### config.mk
export PLATFORM = sky130hd
export DESIGN_NAME = simd_rf_wb_arbiter
export DESIGN_NICKNAME = d
export VERILOG_FILES = /design/src/rtl/simd_rf_wb_arbiter.sv
export SDC_FILE = /design/constraint.sdc
export NUM_CORES = 1
export LEC_CHECK = 0
export BUFFER_PORTS_ARGS = -buffer_cell sky130_fd_sc_hd__buf_2
export CAP_MARGIN = 20
export CORE_AREA = 2 2 223 225
export CTS_BUF_LIST = sky130_fd_sc_hd__clkbuf_2
export CTS_CLUSTER_DIAMETER = 200
export DETAILED_ROUTE_END_ITERATION = 8
export DIE_AREA = 0 0 225 227
export PLACE_DENSITY = 0.43
export SYNTH_ARGS = -nofsm -noshare
export SYNTH_HDL_FRONTEND = slang
export SYNTH_SLANG_ARGS = --single-unit
### constraint.sdc
create_clock -name clk_i -period 3 [get_ports clk_i]
set_input_delay 0.3 -clock clk_i [delete_from_list [all_inputs] [get_ports clk_i]]
set_output_delay 0.3 -clock clk_i [all_outputs]
set_load 0.03 [all_outputs]
### src/rtl/simd_rf_wb_arbiter.sv
// Round-robin writeback arbiter feeding a SIMD register file write port.
// A requester asking for a burst locks the port for up to max_burst_p beats.
module simd_rf_wb_arbiter #(
    parameter int width_p       = 33,
    parameter int els_p         = 32,
    parameter int lanes_p       = 4,
    parameter int num_req_p     = 3,
    parameter int max_burst_p   = 4,
    parameter int addr_width_lp = $clog2(els_p)
) (
    input  logic                                           clk_i,
    input  logic                                           reset_i,
    input  logic                                           stall_i,
    input  logic [num_req_p-1:0]                           req_v_i,
    input  logic [num_req_p-1:0]                           req_burst_i,
    input  logic [num_req_p-1:0][addr_width_lp-1:0]        req_addr_i,
    input  logic [num_req_p-1:0][lanes_p-1:0]              req_mask_i,
    input  logic [num_req_p-1:0][lanes_p-1:0][width_p-1:0] req_data_i,
    output logic [num_req_p-1:0]                           req_yumi_o,
    output logic [lanes_p-1:0]                             w_v_o,
    output logic [addr_width_lp-1:0]                       w_addr_o,
    output logic [lanes_p-1:0][width_p-1:0]                w_data_o,
    output logic                                           lock_o
);

    localparam int idx_width_lp = (num_req_p > 1) ? $clog2(num_req_p) : 1;
    localparam int cnt_width_lp = $clog2(max_burst_p + 1);

    typedef enum logic {
        ARB,
        LOCKED
    } state_e;

    state_e                            state_q, state_d;
    logic [idx_width_lp-1:0]           last_q, last_d;
    logic [idx_width_lp-1:0]           owner_q, owner_d;
    logic [cnt_width_lp-1:0]           beat_cnt_q, beat_cnt_d;
    logic [lanes_p-1:0]                w_v_q, w_v_d;
    logic [addr_width_lp-1:0]          w_addr_q, w_addr_d;
    logic [lanes_p-1:0][width_p-1:0]   w_data_q, w_data_d;

    logic                              arb_v;
    logic [idx_width_lp-1:0]           arb_idx;
    logic [idx_width_lp-1:0]           cand;
    logic                              gnt_v;
    logic [idx_width_lp-1:0]           gnt_idx;
    logic                              last_beat;

    // Scan starts just past the previous winner so every requester gets a turn.
    always_comb begin
        arb_v   = 1'b0;
        arb_idx = '0;
        cand    = '0;
        for (int i = 1; i <= num_req_p; i++) begin
            cand = idx_width_lp'((int'(last_q) + i) % num_req_p);
            if (!arb_v && req_v_i[cand]) begin
                arb_v   = 1'b1;
                arb_idx = cand;
            end
        end
    end

    always_comb begin
        state_d    = state_q;
        last_d     = last_q;
        owner_d    = owner_q;
        beat_cnt_d = beat_cnt_q;
        w_v_d      = '0;
        w_addr_d   = w_addr_q;
        w_data_d   = w_data_q;
        gnt_v      = 1'b0;
        gnt_idx    = '0;
        last_beat  = 1'b0;

        if (!reset_i && !stall_i) begin
            case (state_q)
                ARB: begin
                    if (arb_v) begin
                        gnt_v   = 1'b1;
                        gnt_idx = arb_idx;
                        last_d  = arb_idx;
                        if (req_burst_i[arb_idx] && (max_burst_p > 1)) begin
                            state_d    = LOCKED;
                            owner_d    = arb_idx;
                            beat_cnt_d = cnt_width_lp'(1);
                        end
                    end
                end
                LOCKED: begin
                    // Owner dropping valid ends the burst without a grant.
                    if (req_v_i[owner_q]) begin
                        gnt_v      = 1'b1;
                        gnt_idx    = owner_q;
                        last_d     = owner_q;
                        beat_cnt_d = beat_cnt_q + cnt_width_lp'(1);
                        last_beat  = !req_burst_i[owner_q] ||
                                     ((beat_cnt_q + cnt_width_lp'(1)) == cnt_width_lp'(max_burst_p));
                        if (last_beat) begin
                            state_d    = ARB;
                            beat_cnt_d = '0;
                        end
                    end else begin
                        state_d    = ARB;
                        beat_cnt_d = '0;
                    end
                end
                default: state_d = ARB;
            endcase
        end

        if (gnt_v) begin
            w_v_d    = req_mask_i[gnt_idx];
            w_addr_d = req_addr_i[gnt_idx];
            w_data_d = req_data_i[gnt_idx];
        end
    end

    always_comb begin
        req_yumi_o = '0;
        if (gnt_v) begin
            req_yumi_o[gnt_idx] = 1'b1;
        end
    end

    always_ff @(posedge clk_i) begin
        if (reset_i) begin
            state_q    <= ARB;
            last_q     <= idx_width_lp'(num_req_p - 1);
            owner_q    <= '0;
            beat_cnt_q <= '0;
            w_v_q      <= '0;
            w_addr_q   <= '0;
            w_data_q   <= '0;
        end else begin
            state_q    <= state_d;
            last_q     <= last_d;
            owner_q    <= owner_d;
            beat_cnt_q <= beat_cnt_d;
            w_v_q      <= w_v_d;
            w_addr_q   <= w_addr_d;
            w_data_q   <= w_data_d;
        end
    end

    assign w_v_o    = w_v_q;
    assign w_addr_o = w_addr_q;
    assign w_data_o = w_data_q;
    assign lock_o   = (state_q == LOCKED);

endmodule

==> flow_metrics.py, run 1 <==
metrics = {
    "status": {
        "status": "did not finish",
        "haltStage": "clock tree synthesis",
        "tool.error": "[ERROR RSZ-0060] Max buffer count reached.",
    },
    "synth": {
        "ys_ff_latch": 149,
        "syn-instance-count": 656,
        "syn_area_per_cell_um2": 10.7,
        "syn-cell-area_um2": 7040,
        "yosysWarnings": 0,
        "ys_types": 52,
        "synthArstFlopShare": 0,
        "yosysSeqAreaShare": 0.424,
        "synth_fp_nets": 1094,
        "synthFlopType": "dfxtp_1",
        "synth_edf_count": 0,
    },
    "clocking": {
        "hold_buffers": 373,
        "ctsLongestPathBuffers": 2,
        "cts-htree-levels": 4,
        "cts_made_buffers": 17,
        "cts-root-buf": "clkbuf_2",
        "cts_resized": 35,
        "postCtsSetupBuffers": 11,
        "clkSinkCount": 149,
    },
    "die": {
        "rows": 81,
        "start_util": 0.145,
        "pin_count": 577,
        "die_y_um": 227,
        "die_w_um": 225,
    },
    "placement": {
        "dp_hpwl_mm": 32.7,
        "finalWeightedCongestion": 0.808,
        "portBuffers": 576,
    },
}
-- cell usage after synthesis (2+ instances only) --
cell type  number  share of area
dfxtp_1       149           0.42
nand2_1        12         0.0064
buf_2          28          0.020
a21o_1          2         0.0021
mux2i_1         7          0.010
nand3_1         4         0.0028
inv_1           8         0.0043
and3_1          3         0.0027
a211oi_1        4         0.0043
clkbuf_1       39          0.021
ha_1            6          0.011
nand4b_1        2         0.0025
and2_1         58          0.052
nand3b_1        5         0.0053
nor4_1          2         0.0018
a21oi_1         2         0.0014
o21ai_0         5         0.0036
buf_1           2         0.0011
nand2b_1        2         0.0018
a22o_1         86           0.11
o21a_1          2         0.0021
o31ai_1         3         0.0032
nor2_1          6         0.0032
a221o_1       191           0.27
-- logic make-up after synthesis --
group	after synthesis	synth area share
AO/OA/AOI/OAI	307	0.411
flip-flops	149	0.424
AND/OR/NAND/NOR	106	0.0933
buffers and inverters	79	0.0482
multiplexers	8	0.0116
adder cells (fa/ha/maj)	6	0.0107
XOR/XNOR	1	0.00124
-- through the flow --
| step | std cells | setup WS (ps) | utilization | area (um2) | hold slack [ps] |
|---|---|---|---|---|---|
| after detailed placement | 1816 | 9.01 | 0.223 | 10800 | 462 |
| after global placement | 1816 | 36.2 | 0.223 | 10800 | 464 |
| after floorplan | 656 | 343 | - | 7040 | 372 |
==> run 2: changes to the inputs <==
- CORE_AREA: 2 2 223 225 -> 2 2 226 228
- CTS_BUF_LIST: sky130_fd_sc_hd__clkbuf_2 -> not set
- CTS_CLUSTER_DIAMETER: 200 -> not set
- DIE_AREA: 0 0 225 227 -> 0 0 228 230
- PLACE_DENSITY: 0.43 -> not set
- PLACE_DENSITY_LB_ADDON: not set -> 0.15
==> flow_metrics.py, run 2 <==
metrics = {
    "timing": {
        "setup_violations": 0,
        "min_period_ps": 2930,
        "whs_ps": 34.5,
        "max_freq_mhz": 341,
        "fin_crit_sh": 0.977,
        "skew_ps": 14.7,
        "worst_pin_slew_ps": 822,
        "report.final.hold_viol_count": 0,
        "rsz0062_at_grt": "true",
        "max-slew-margin-rel": 0.451,
        "slew_violations": 0,
    },
    "final_layout": {
        "final_cells": 1975,
        "final_cell_mix": "buf_2, a221o_1, dfxtp_1, a22o_1, and2_1",
        "fill_cells": 5478,
        "layout-drive-gt1-share": 0.532,
        "syn_to_final_growth_pct": 75.8,
        "final_common_cell": "buf_2",
        "largest_reg_flops": 132,
        "nNetsFinal": 1723,
    },
    "synth": {
        "ys_types": 52,
        "yosysWarnings": 0,
        "syn-instance-count": 656,
        "syn-cell-area_um2": 7040,
        "synth_fp_nets": 1094,
        "synth_most_common_cell": "a221o_1",
        "yosysTopAreaCellShare": 0.424,
        "synthArstFlopShare": 0,
        "ys_top_cells_by_area": "dfxtp_1, a221o_1, a22o_1, and2_1, clkbuf_1",
        "yosysSeqAreaShare": 0.424,
        "yosys.area.top_type": "dfxtp_1",
        "synth_edf_count": 0,
        "synth.top_cells.by_count": "a221o_1, dfxtp_1, a22o_1",
        "ys_ff_latch": 149,
        "syn_area_per_cell_um2": 10.7,
        "synthFlopType": "dfxtp_1",
    },
    "power": {
        "vdd_ir_drop_max_v": 0.000435,
        "p_per_area_nw_per_um2": 646,
        "fin_total_pwr_w": 0.00800,
        "leakage_nw": 5.98,
    },
    "grt": {
        "top_usage_layer": "met2",
        "antenna_found_initial": 10,
        "grt_start_max_net_pins": 62,
        "gr-usage-met1": 0.167,
        "track_usage": 0.153,
        "grt_first_pass_wirelength_mm": 59.2,
        "grt_pass1_vias": 8780,
        "overflow": 0,
        "use_met3": 0.0663,
        "grt_use_met2": 0.254,
    },
    "die": {
        "die_w_um": 228,
        "die_y_um": 230,
        "pin_count": 577,
        "rows": 82,
        "die-area_um2": 52400,
        "start_util": 0.141,
        "core_um2": 49900,
    },
    "min_path": {
        "worstHoldPathType": "primary input to flop",
        "min_path_cells": 2,
    },
    "placement": {
        "dp.cells": 1872,
        "dp_hpwl_mm": 30.4,
        "portBuffers": 576,
        "finalWeightedCongestion": 0.870,
    },
    "setup_path": {
        "reg2reg_slack_ps": 130,
        "worstSetupEndpointType": "output port",
        "worstRegToRegCells": 13,
        "cp_max_fo": 4,
        "required_ps": 2700,
        "path_class": "flop to output port",
        "cp.arrival_ps": 2630,
        "worst_setup_path_start_kind": "flop",
    },
    "clocking": {
        "clock_latency_ps": 490,
        "cts-root-buf": "clkbuf_16",
        "cts_tree": "yes",
        "clkSinkCount": 149,
        "path_clk_slew_ps": 70,
        "cts-htree-levels": 4,
        "ctsLongestPathBuffers": 2,
        "cts_made_buffers": 17,
    },
    "status": {
        "status": "completed",
    },
    "routing": {
        "antenna_left": 0,
        "drtIter0Drc": 421,
        "drt-wirelength-per-cell_um": 21.0,
        "num_vias": 8539,
        "routed_via_density": 4.32,
        "drc": 0,
        "wirelength_mm": 41.5,
        "drt_pass1_iterations": 7,
    },
    "job": {
        "max-cap-violations": 0,
    },
}
==> run 2: kinds of logic (layout without fill, tap and decap cells) <==
logic type	after synthesis	in the layout	synth area share
AO/OA/AOI/OAI	307	307	0.411
flip-flops	149	149	0.424
AND/OR/NAND/NOR	106	106	0.0933
buffers and inverters	79	721	0.0482
multiplexers	8	8	0.0116
adder cells (fa/ha/maj)	6	6	0.0107
XOR/XNOR	1	1	0.00124
other	0	5	0
==> run 2: metrics by stage <==
| stage | utilization | instance area (um2) | TNS (ps) | setup WS, ps |
|---|---|---|---|---|
| detailed placement | 0.219 | 10900 | 0 | 91.7 |
| global placement | 0.219 | 10900 | 0 | 86.1 |
| global route | 0.248 | 12400 | -41.6 | -41.6 |
| finish | 0.248 | 12400 | 0 | 69.1 |
| floorplan | - | 7040 | 0 | 343 |
| CTS | 0.244 | 12200 | -9.80 | -9.80 |
==> run 2: layout make-up <==
cell class | instances | area, um2 | area share
Antenna cell | 5 | 12.5 | 0.00101
Clock buffer | 18 | 439 | 0.0355
Clock inverter | 14 | 173 | 0.0140
Inverter | 9 | 40.0 | 0.00324
Multi-Input combinational cell | 428 | 3880 | 0.314
Sequential cell | 149 | 2990 | 0.242
Tap cell | 672 | 841 | 0.0680
Timing Repair Buffer | 680 | 4000 | 0.323
==> run 2: critical path: stages (launching register included) <==
cell and delay (ps):
dfxtp_4 380, inv_4 40, ha_4 160, mux2_4 300
buf_6 120, and4_4 170, a211oi_4 240, buf_6 160
a211oi_4 70, nor3_4 240, buf_12 150, buf_8 120
==> run 2: worst paths after layout <==
path	startpoint	to
setup / recovery	last_q[0]	req_yumi_o[0]
hold / removal	req_data_i[108]	w_data_o[108]
setup reg to reg	last_q[0]	w_data_o[80]
hold reg to reg	w_data_o[89]	w_data_o[89]
==> run 2: what timing repair did <==
item                                    CTS  global route
gates cloned                              1             1
hold buffers                             49             0
resized for setup                        17            23
buffers inserted                          7             8
hold endpoints to repair                 41             0
endpoints found under the setup margin    3           129
pin swaps                                 6             8
==> run 2: layer usage <==
metal,part of all wire,vias up,routed length [um]
met5,0.0015,-,63
met4,0.039,10,1630
met3,0.094,51,3910
met2,0.47,443,19700
met1,0.39,4015,16200
li1,-,4020,-
==> run 2: report_power, final <==
group | internal, W | switching, W | leakage (nW)
combinational | 0.00118 | 0.00179 | 4.45
clock | 0.00134 | 0.00104 | 0.298
sequential | 0.00240 | 0.000255 | 1.23
(Power assumes the default switching activity.)
==> run 3: changes to the inputs <==
- ABC_AREA: not set -> 1
- CORE_AREA: 2 2 226 228 -> 2 2 224 226
- DIE_AREA: 0 0 228 230 -> 0 0 226 228
==> flow_metrics.py, run 3 <==
metrics = {
    "status": {
        "status": "completed",
    },
    "synth": {
        "ys_top_cells_by_area": "dfxtp_1, nand2_1, nand3_1, nand4_1, inv_1",
        "synth.top_cells.by_count": "nand2_1, nand3_1, dfxtp_1",
        "synth_fp_nets": 1898,
        "syn_area_per_cell_um2": 6.16,
        "ys_types": 26,
        "yosys.area.top_type": "dfxtp_1",
        "ys_ff_latch": 149,
        "synth_most_common_cell": "nand2_1",
        "syn-instance-count": 1460,
        "yosysTopAreaCellShare": 0.332,
        "syn-cell-area_um2": 8990,
        "yosysSeqAreaShare": 0.332,
        "synthFlopType": "dfxtp_1",
        "synth_edf_count": 0,
        "synthArstFlopShare": 0,
        "yosysWarnings": 0,
    },
    "clocking": {
        "cts-htree-levels": 4,
        "ctsLongestPathBuffers": 2,
        "clkSinkCount": 149,
        "path_clk_slew_ps": 70,
        "cts_made_buffers": 17,
        "clock_latency_ps": 480,
        "cts-root-buf": "clkbuf_16",
        "cts_tree": "yes",
    },
    "timing": {
        "max_freq_mhz": 360,
        "setup_violations": 0,
        "fin_crit_sh": 0.927,
        "slew_violations": 0,
        "min_period_ps": 2780,
        "max-slew-margin-rel": 0.526,
        "worst_pin_slew_ps": 712,
        "skew_ps": 8.12,
        "report.final.hold_viol_count": 0,
        "rsz0062_at_grt": "false",
        "final.setup.tns_ps": 0,
    },
    "die": {
        "start_util": 0.182,
        "pin_count": 577,
        "die-area_um2": 51500,
        "core_um2": 49300,
        "die_y_um": 228,
        "die_w_um": 226,
        "rows": 82,
    },
    "final_layout": {
        "syn_to_final_growth_pct": 52.8,
        "final_cell_mix": "nand2_1, buf_2, nand3_1, dfxtp_1",
        "final_common_cell": "nand2_1",
        "fill_cells": 5619,
        "nNetsFinal": 2426,
        "final_cells": 2676,
        "largest_reg_flops": 132,
        "layout-drive-gt1-share": 0.336,
    },
    "power": {
        "vdd_ir_drop_max_v": 0.000348,
        "leakage_nw": 7.70,
        "switchingPower_w": 0.00499,
        "p_per_area_nw_per_um2": 792,
        "comb_power_share": 0.515,
        "p_seq_frac": 0.256,
        "p_sw_frac": 0.459,
        "power.share.clock": 0.228,
        "p_int_w": 0.00589,
    },
    "routing": {
        "drtIter0Drc": 534,
        "antenna_left": 0,
        "drt_pass1_iterations": 5,
        "routed_via_density": 4.44,
        "drt-wirelength-per-cell_um": 18.3,
        "num_vias": 11900,
        "wirelength_mm": 49.1,
        "drc": 0,
    },
    "grt": {
        "antenna_found_initial": 12,
        "track_usage": 0.186,
        "grt_first_pass_wirelength_mm": 71.8,
        "grt_pass1_vias": 12000,
        "overflow": 0,
        "grt_start_max_net_pins": 71,
    },
    "setup_path": {
        "cp_cell_sequence": "inv_1 -> ha_4 -> inv_2 -> nand2_1 -> nand3_1 -> nand2_2 -> nand4_1 -> nand3_1 -> nand3_4 -> inv_8 -> buf_16 -> buf_4",
        "required_ps": 2700,
        "worstSetupEndpointType": "output port",
        "worst_setup_path_start_kind": "flop",
        "critical_path_buf_inv_count": 5,
        "crit_family": "simple AND/OR/NAND/NOR gates",
        "critPathSlowestCell": "dfxtp_2",
        "crit_path_max_incr_delay_ps": 350,
        "path_class": "flop to output port",
        "cp.arrival_ps": 2480,
        "cpMostUsedCell": "nand3_1",
        "cp_max_fo": 23,
    },
    "min_path": {
        "worstHoldPathType": "primary input to flop",
    },
    "placement": {
        "portBuffers": 576,
        "dp.cells": 2617,
        "dp_hpwl_mm": 34.0,
        "finalWeightedCongestion": 0.845,
    },
    "job": {
        "max-cap-violations": 0,
    },
}
[run 3: final timing paths]
check	from	end	slack, ps	depth (start not counted)
max	last_q[0]	req_yumi_o[1]	220	12
min	req_data_i[263]	w_data_o[131]	110	3
max reg2reg	last_q[0]	w_v_o[3]	260	16
min reg2reg	w_data_o[82]	w_data_o[82]	470	2
[run 3: cell families after synthesis]
kind of cell / Yosys count / synth area share
and+or+nand+nor: 953 / 0.477
buffers and inverters: 235 / 0.108
DFF: 149 / 0.332
AOI/OAI and AO/OA: 116 / 0.0732
adders and majority gates: 6 / 0.00835
xor gates and xnor gates: 1 / 0.000974
[run 3: area by class of cell]
cell class                      count  area [um2]  area share
Timing Repair Buffer              628        3710       0.270
Inverter                          116         450      0.0328
Clock inverter                     13         203      0.0148
Sequential cell                   149        2990       0.217
Multi-Input combinational cell   1076        5090       0.370
Clock buffer                       19         453      0.0330
Tap cell                          672         841      0.0612
Antenna cell                        3        7.51    0.000547
[run 3: worst min-delay path: cells and delay by family]
family                 cells  cell delay, ps
AOI/OAI and AO/OA          2             170
buffers and inverters      1              70
[run 3: timing repair]
action,4_1_cts,5_1_grt
hold buffers,8,0
setup buffers,4,4
endpoints found under the setup margin,3,7
pin swaps,2,1
cloned,7,1
gates resized for setup,8,9
endpoints found under the hold margin,4,0
[run 3: through the flow]
step / total power [W] / util / hold WS (ps) / worst slack, ps / area (um2)
2_1_floorplan: 0.00619 / - / 413 / 634 / 8990
3_3_place_gp: 0.00814 / 0.256 / 454 / 391 / 12600
4_1_cts: 0.0110 / 0.276 / 53.2 / -18.6 / 13600
3_5_place_dp: 0.00813 / 0.256 / 459 / 318 / 12600
5_1_grt: 0.0116 / 0.278 / 85.6 / 14.0 / 13700
6_report: 0.0109 / 0.278 / 111 / 220 / 13700
[run 3: layer usage]
metal / GRT usage / routed length (um) / vias up
li1: - / - / 5839
met1: 0.220 / 20600 / 5497
met2: 0.313 / 23500 / 447
met3: 0.0571 / 3910 / 71
met4: 0.0664 / 1060 / 16
met5: 0 / 94 / -
[run 3: power by group through the flow]
stage / combinational [W] / clock [W] / sequential, W
global placement: 0.00532 / 0 / 0.00282
detailed placement: 0.00530 / 0 / 0.00282
finish: 0.00561 / 0.00248 / 0.00279
global route: 0.00613 / 0.00265 / 0.00286
CTS: 0.00561 / 0.00259 / 0.00279
floorplan: 0.00237 / 0 / 0.00382
